--- src/rtl/bnn_seq_classifier.sv ---
// bnn_seq_classifier: time-multiplexed binary neural network classifier.
// Evaluates one hidden neuron per cycle, then one output neuron per cycle, and reports the argmax class.
module bnn_seq_classifier #(
  parameter int N_IN  = 16,
  parameter int N_HID = 8,
  parameter int N_CLS = 4,
  localparam int TH_W  = $clog2(N_IN + 1),
  localparam int CLS_W = $clog2(N_CLS),
  localparam int SC_W  = $clog2(N_HID + 1),
  parameter logic [N_HID*N_IN-1:0]  W_IH = {N_HID*N_IN{1'b1}},
  parameter logic [N_HID*TH_W-1:0]  TH_H = {N_HID{TH_W'(N_IN/2)}},
  parameter logic [N_CLS*N_HID-1:0] W_HO = '0
) (
  input  logic             clk,
  input  logic             rst_n,
  input  logic             ena,
  input  logic             start,
  input  logic [N_IN-1:0]  feat_in,
  output logic             busy,
  output logic             done,
  output logic [CLS_W-1:0] class_out,
  output logic [SC_W-1:0]  score_out,
  output logic [N_HID-1:0] hidden_out
);

  localparam int IDX_N = (N_HID > N_CLS) ? N_HID : N_CLS;
  localparam int IDX_W = $clog2(IDX_N);
  localparam logic [IDX_W-1:0] LAST_H = IDX_W'(N_HID - 1);
  localparam logic [IDX_W-1:0] LAST_C = IDX_W'(N_CLS - 1);

  typedef enum logic [1:0] {
    S_IDLE,
    S_HIDDEN,
    S_OUTPUT,
    S_DONE
  } state_t;

  state_t             state;
  logic [IDX_W-1:0]   idx;
  logic [N_IN-1:0]    x;
  logic [N_HID-1:0]   hid;
  logic [CLS_W-1:0]   best;
  logic [SC_W-1:0]    best_sc;

  logic [N_IN-1:0]    w_ih_row;
  logic [TH_W-1:0]    th_row;
  logic [N_HID-1:0]   w_ho_row;
  logic               hid_bit;
  logic [SC_W-1:0]    sc;
  logic               take;
  logic [CLS_W-1:0]   cand_cls;
  logic [SC_W-1:0]    cand_sc;

  function automatic logic [TH_W-1:0] pop_in(input logic [N_IN-1:0] v);
    logic [TH_W-1:0] c;
    c = '0;
    for (int i = 0; i < N_IN; i++) c = c + TH_W'(v[i]);
    return c;
  endfunction

  function automatic logic [SC_W-1:0] pop_hid(input logic [N_HID-1:0] v);
    logic [SC_W-1:0] c;
    c = '0;
    for (int i = 0; i < N_HID; i++) c = c + SC_W'(v[i]);
    return c;
  endfunction

  // Both neuron layers share one XNOR-popcount datapath, row-selected by idx.
  // NOTE: every signal gets a value at the top of always_comb so no path can infer a latch.
  always_comb begin
    w_ih_row = W_IH[int'(idx)*N_IN +: N_IN];
    th_row   = TH_H[int'(idx)*TH_W +: TH_W];
    w_ho_row = W_HO[int'(idx)*N_HID +: N_HID];
    hid_bit  = pop_in(~(x ^ w_ih_row)) >= th_row;
    sc       = pop_hid(~(hid ^ w_ho_row));
    // Strict compare keeps the earliest (lowest-index) class on ties.
    take     = (idx == '0) || (sc > best_sc);
    cand_cls = take ? CLS_W'(idx) : best;
    cand_sc  = take ? sc : best_sc;
  end

  // NOTE: sequential state uses non-blocking assignments so every register samples pre-edge values.
  always_ff @(posedge clk or negedge rst_n) begin
    if (!rst_n) begin
      state      <= S_IDLE;
      idx        <= '0;
      x          <= '0;
      hid        <= '0;
      best       <= '0;
      best_sc    <= '0;
      busy       <= 1'b0;
      done       <= 1'b0;
      class_out  <= '0;
      score_out  <= '0;
      hidden_out <= '0;
    end else if (ena) begin
      case (state)
        S_IDLE: begin
          if (start) begin
            x     <= feat_in;
            idx   <= '0;
            hid   <= '0;
            busy  <= 1'b1;
            state <= S_HIDDEN;
          end
        end
        S_HIDDEN: begin
          hid[idx] <= hid_bit;
          if (idx == LAST_H) begin
            idx     <= '0;
            best    <= '0;
            best_sc <= '0;
            state   <= S_OUTPUT;
          end else begin
            idx <= idx + 1'b1;
          end
        end
        S_OUTPUT: begin
          best    <= cand_cls;
          best_sc <= cand_sc;
          if (idx == LAST_C) begin
            // Result registers load with the final candidate, so they are valid with done.
            class_out  <= cand_cls;
            score_out  <= cand_sc;
            hidden_out <= hid;
            done       <= 1'b1;
            idx        <= '0;
            state      <= S_DONE;
          end else begin
            idx <= idx + 1'b1;
          end
        end
        S_DONE: begin
          done  <= 1'b0;
          busy  <= 1'b0;
          state <= S_IDLE;
        end
        default: state <= S_IDLE;
      endcase
    end
  end

endmodule

--- config.mk ---
export PLATFORM = sky130hd
export DESIGN_NAME = bnn_seq_classifier
export DESIGN_NICKNAME = d
export VERILOG_FILES = /design/src/rtl/bnn_seq_classifier.sv
export SDC_FILE = /design/constraint.sdc
export NUM_CORES = 1
export LEC_CHECK = 0
export CAP_MARGIN = 0
export CORE_ASPECT_RATIO = 0.7
export CORE_UTILIZATION = 38
export DETAILED_ROUTE_END_ITERATION = 16
export GPL_ROUTABILITY_DRIVEN = 0
export SLEW_MARGIN = 20
export SYNTH_ARGS = -nofsm -noshare
export SYNTH_HDL_FRONTEND = slang
export SYNTH_SLANG_ARGS = --single-unit
--- constraint.sdc ---
create_clock -name clk -period 4.35 [get_ports clk]
set_clock_uncertainty 0.2 [all_clocks]
set_input_delay 0.87 -clock clk [delete_from_list [all_inputs] [get_ports clk]]
set_output_delay 0.87 -clock clk [all_outputs]
set_load 0.01 [all_outputs]
==> flow_summary.yaml, run 1 <==
route:
  dr_total_vias: 2169
  wirelength_mm: 6.37
  drtIter0Drc: 50
  wl_per_cell_um: 14.9
  firstDrtPassIters: 4
  ant_nets: 0
  avgViaCountPerCell: 5.08
  drc: 0
timing:
  fmax_mhz: 236
  relSlewSlack_pct: 50.6
  period_minus_slack_ns: 4.24
  setup_ws_ns: 0.107
  tightest_slew_ns: 0.738
  period_share_pct: 97.5
  finalSetupViolCount: 0
  fin_hold_ws_ns: 0.281
  finalHoldViolCount: 0
  drv_slew: 0
setup_path:
  end_kind: "flip-flop"
  cp_data_required_time_ns: 4.32
  critPathLaunchType: "flip-flop"
  criticalPathCategory: "flip-flop to flip-flop"
  crit_arrival_ns: 4.22
  cp_max_fo: 6
finish:
  fill_cells: 712
  layout.cells.non_filler: 427
  final_nets: 384
  seqCellArea_sq_mm: 0.00128
  area_growth_pct: 23.9
  postLayoutCellArea_sq_mm: 0.00373
  antenna_cells: 0
  layout_commonest_cell: "dfrtp_1"
  mostFrequentLayoutCells: "51 x dfrtp_1, 49 x inv_1, 34 x clkdlybuf4s50_1"
  drive_gt1_share_pct: 15.8
  multiInputGateArea_sq_mm: 0.00158
synthesis:
  synth_area_leaders: "dfrtp_1 42%, fa_1 9.3%, ha_1 9.1%"
  synth_area_sq_mm: 0.00301
  synth_nets: 342
  synth_area_leader_cell: "dfrtp_1"
  synth-edff-count: 0
  ys_types: 38
  synth_top_family_by_area: "adder cells"
  synth_top_area_share_pct: 42.3
  synth_cells: 286
  ys_seq_area_share_pct: 42.3
  synthSimpleGateAreaFrac_pct: 9.63
  synth_mux_area_share_pct: 7.72
  synthArstFlopShare_pct: 100
  synth_compound_area_share_pct: 13.5
  synth_flop_cell: "dfrtp_1"
  yosys.area_share.xor_xnor_pct: 0.291
  avgSynthCellArea_sq_um: 10.5
  synth-adder-area-share_pct: 18.4
  synth_seq_cells: 51
  yosys_warnings: 0
run:
  drv_cap: 0
clock_tree:
  htreeDepth: 2
  cts_tree: "built"
  holdBufCountCts: 0
  clkSlewWorstSetupHoldPaths_ns: 0.08
  clkSinkCount: 51
  clock_latency_ns: 0.29
  ctsLongestPathBuffers: 2
  cts_buffers: 5
  cts-root-buf: "clkbuf_16"
floorplanning:
  num_io_pins: 36
  die-width_um: 108
  initial_utilization_pct: 40.3
  fp-row-count: 26
  die_height_um: 76.5
  core_sq_mm: 0.00748
  die_area_sq_mm: 0.00830
placed_design:
  placed_area_sq_mm: 0.00349
  io_buffer_count: 35
  hpwlAfterDp_mm: 4.61
  dp.cells: 419
  place_ws_ns: 0.0196
global_route:
  grt_usage_pct: 17.2
  grt_first_pass_wirelength_mm: 11.1
  antenna_found_initial: 0
  grt_pass1_vias: 2323
  gr-total-overflow: 0
  grt_max_degree: 29
worst_hold_path:
  hp-class: "flip-flop to flip-flop"
status:
  status: "finished, final reports clean"
flip-flops by register name, indices dropped and copies added (netlist names):
name and flops:
best_sc 4, done 1, best 2, x 16, score_out 4, hidden_out 8
hid 8, busy 1, idx 3, state 2, class_out 2
worst max-delay path, stage by stage, from the launching register on:
cell and delay (ns):
dfrtp_1 0.33, inv_1 0.07, fa_1 0.55, fa_1 0.45, fa_1 0.51, ha_2 0.18, inv_1 0.05, fa_1 0.53
inv_2 0.07, ha_4 0.28, nor2b_4 0.17, o2111ai_4 0.20, a41o_4 0.32, a32o_1 0.21
metal layers:
layer	GRT usage [%]	share of wire (%)	up-vias	wire, um
met2	24.4	45	41	2860
met3	3.42	2.9	4	184
met1	25.7	51	1055	3270
li1	-	-	1069	-
met5	0	0	-	0
met4	6.08	0.89	0	57
synthesized netlist by cell type, drive strengths merged (2+ instances only):
master and count:
nand3 10, nand3b 2, inv 50, nand2 20, a21oi 12, o21ai 12
nor2 10, nand4 5, clkbuf 2, a31oi 7, buf 7, o22ai 8
nor3 2, nor2b 4, a32o 6, a41o 2, mux2i 3, ha 22
mux2 18, dfrtp 51, fa 14, o31ai 5
metrics by stage:
| step | util, % | TNS (ns) |
|---|---|---|
| floorplan | - | 0 |
| global placement | 46.7 | 0 |
| detailed placement | 46.7 | 0 |
| CTS | 48.8 | -0.00164 |
| global route | 49.9 | -0.110 |
| finish | 49.9 | 0 |
repair_timing:
action                     in CTS  in global routing
pin swaps                       1                  5
setup buffers                   0                  0
resized for setup               3                 13
setup endpoints to repair       7                 19
cells by family (layout without fill, tap and decap cells):
group,count (synthesis),count (layout)
compound gates,60,60
buf+inv,59,102
simple gates,58,58
flops,51,51
fa+ha+maj,36,36
mux,21,21
xor+xnor,1,1
final cells by class:
cell class | count | share of cell area, %
clock inverters | 3 | 0.603
flip-flops and latches | 51 | 34.2
repair buffers | 44 | 11.2
clock buffers | 5 | 3.35
inverters | 50 | 5.03
multi-input cells | 176 | 42.4
well taps | 98 | 3.28
worst paths after layout:
path	startpoint	end	slack, ns	depth (start not counted)
worst max-delay path	hid[0]	best[1]	0.11	13
worst min-delay path	hidden_out[0]	hidden_out[0]	0.28	2
worst max register to register	hid[0]	best[1]	0.11	13
worst min register to register	hidden_out[0]	hidden_out[0]	0.28	2
max in group asynchronous	rst_n	done	2.80	2
min in group asynchronous	rst_n	hidden_out[0]	0.36	1
Power of run 1 is not shown: default switching activity piles up to over one toggle a cycle in this logic, so the estimate is an artifact.
==> inputs of run 2 (changes only) <==
DONT_BUFFER_PORTS = 1   (was unset)
==> run 2 against run 1 <==
  * First-iteration DRC count grew 68%
  * Highest routed layer unchanged
  * Cell area shrank 7.7%
  * Die area is the same
  * Final cell count shrank 8.2%
  * Non-clock buffer count shrank 35
  * Register-to-register slack lost 0.04 ns
  * Flip-flop and latch count is the same
  * Fmax shrank 0.93%
  * Utilization shrank 3.9 points
==> flow_summary.yaml, run 2 (same netlist as run 1, synthesis figures left out) <==
timing:
  fin_setup_tns_ns: 0
  finalHoldViolCount: 0
  setup_ws_ns: 0.0671
  finalSetupViolCount: 0
  fmax_mhz: 233
  relSlewSlack_pct: 46.8
  rsz0062_at_grt: "yes"
  drv_slew: 0
  period_minus_slack_ns: 4.28
  period_share_pct: 98.5
  tightest_slew_ns: 0.795
clock_tree:
  clock_latency_ns: 0.29
  clkSlewWorstSetupHoldPaths_ns: 0.07
  cts-root-buf: "clkbuf_16"
  clkSinkCount: 51
  cts_buffers: 5
  holdBufCountCts: 0
  htreeDepth: 2
  ctsLongestPathBuffers: 2
  cts_tree: "built"
floorplanning:
  die-width_um: 108
  die_height_um: 76.5
  core_sq_mm: 0.00748
  initial_utilization_pct: 40.3
  num_io_pins: 36
  die_area_sq_mm: 0.00830
  fp-row-count: 26
finish:
  area_growth_pct: 14.3
  multiInputGateArea_sq_mm: 0.00162
  top_register: "x"
  final_nets: 349
  fin_util_pct: 46.1
  seqCellArea_sq_mm: 0.00128
  fill_cells: 704
  antenna_cells: 0
  reg_top3: "x: 16 flops, hid: 8 flops, hidden_out: 8 flops"
  largest_reg_flops: 16
  layout.cells.non_filler: 392
  drive_gt1_share_pct: 20.4
  layout_commonest_cell: "dfrtp_1"
  mostFrequentLayoutCells: "51 x dfrtp_1, 46 x inv_1, 20 x nand2_1"
route:
  dr_total_vias: 2024
  drc: 0
  ant_nets: 0
  wirelength_mm: 6.13
  avgViaCountPerCell: 5.16
  drtIter0Drc: 84
  wl_per_cell_um: 15.6
  firstDrtPassIters: 4
setup_path:
  rr_worst_depth: 13
  crit_family: "adder cells"
  cp_num_buf_inv: 3
  crit-reg2reg-launch: "hid[3]"
  end_kind: "flip-flop"
  crit_slowest_cell: "fa_1"
  cp_data_required_time_ns: 4.33
  cp_max_fo: 6
  slowest_delay_ns: 0.59
  crit_arrival_ns: 4.26
  critPathLaunchType: "flip-flop"
  crit_chain: "inv_2, fa_1, fa_2, fa_1, ha_2, inv_2, fa_1, inv_2, ha_4, nor2b_4, o2111ai_4, a41o_4, a32o_1"
  r2r_end: "best_sc[3]"
  rrSetupSlack_ns: 0.07
  criticalPathCategory: "flip-flop to flip-flop"
global_route:
  grt_max_degree: 52
  grt_first_pass_wirelength_mm: 10.3
  antenna_found_initial: 0
  grt_pass1_vias: 2034
  grt_usage_pct: 16.2
  gr-total-overflow: 0
placed_design:
  place_ws_ns: -0.0138
  hpwlAfterDp_mm: 4.47
  io_buffer_count: 0
  dp.cells: 383
worst_hold_path:
  hp-class: "primary input to async pin"
status:
  status: "finished, final reports clean"
run:
  drv_cap: 0
[run 2: changes by cell type in the layout (fill, tap and decap cells not counted), sizes merged]
cell / before / now
clkdlybuf4s50: 34 / 0
inv: 52 / 51
bufinv: 0 / 1
buf: 10 / 9
[run 2: worst max-delay path by stage]
stage               startpoint      endpoint  slack, ns  cells after the start
CTS                     hid[0]  score_out[1]      -0.04                     13
finish                  hid[3]    best_sc[3]       0.07                     13
global route            hid[1]    best_sc[1]      -0.05                     13
global placement        hid[0]  score_out[3]       0.04                     13
detailed placement      hid[0]    best_sc[2]      -0.01                     13
floorplan               hid[0]    best_sc[0]       0.20                     13
[run 2: timing repair]
| action | 4_1_cts | 5_1_grt |
|---|---|---|
| gates cloned | 0 | 0 |
| resized for setup | 3 | 22 |
| setup buffers | 0 | 1 |
| endpoints found under the setup margin | 9 | 17 |
| pin swaps | 2 | 12 |
[run 2: layout make-up]
type                            instances  share of cell area [%]
Multi-Input combinational cell        176                    47.0
Inverter                               50                    5.45
Tap cell                               98                    3.56
Clock buffer                            5                    3.63
Clock inverter                          3                    1.38
Timing Repair Buffer                    9                    1.96
Sequential cell                        51                    37.0
[run 2: per-layer routing]
| layer | part of all wire, % | vias to the layer above | global-route usage (%) | routed length, um |
|---|---|---|---|---|
| li1 | - | 1003 | - | - |
| met3 | 5.0 | 5 | 5.65 | 305 |
| met5 | 0 | - | 0 | 0 |
| met1 | 51 | 986 | 23.9 | 3130 |
| met4 | 1.0 | 0 | 4.05 | 62 |
| met2 | 43 | 30 | 22.3 | 2630 |
[run 2: metrics by stage]
| stage | hold slack (ns) | area (sq um) |
|---|---|---|
| CTS | 0.0558 | 3330 |
| finish | 0.0634 | 3450 |
| detailed placement | 0.284 | 3140 |
| global placement | 0.276 | 3140 |
| floorplan | 0.265 | 3010 |
| global route | 0.0452 | 3450 |
Power of run 2 is left out for the same reason.
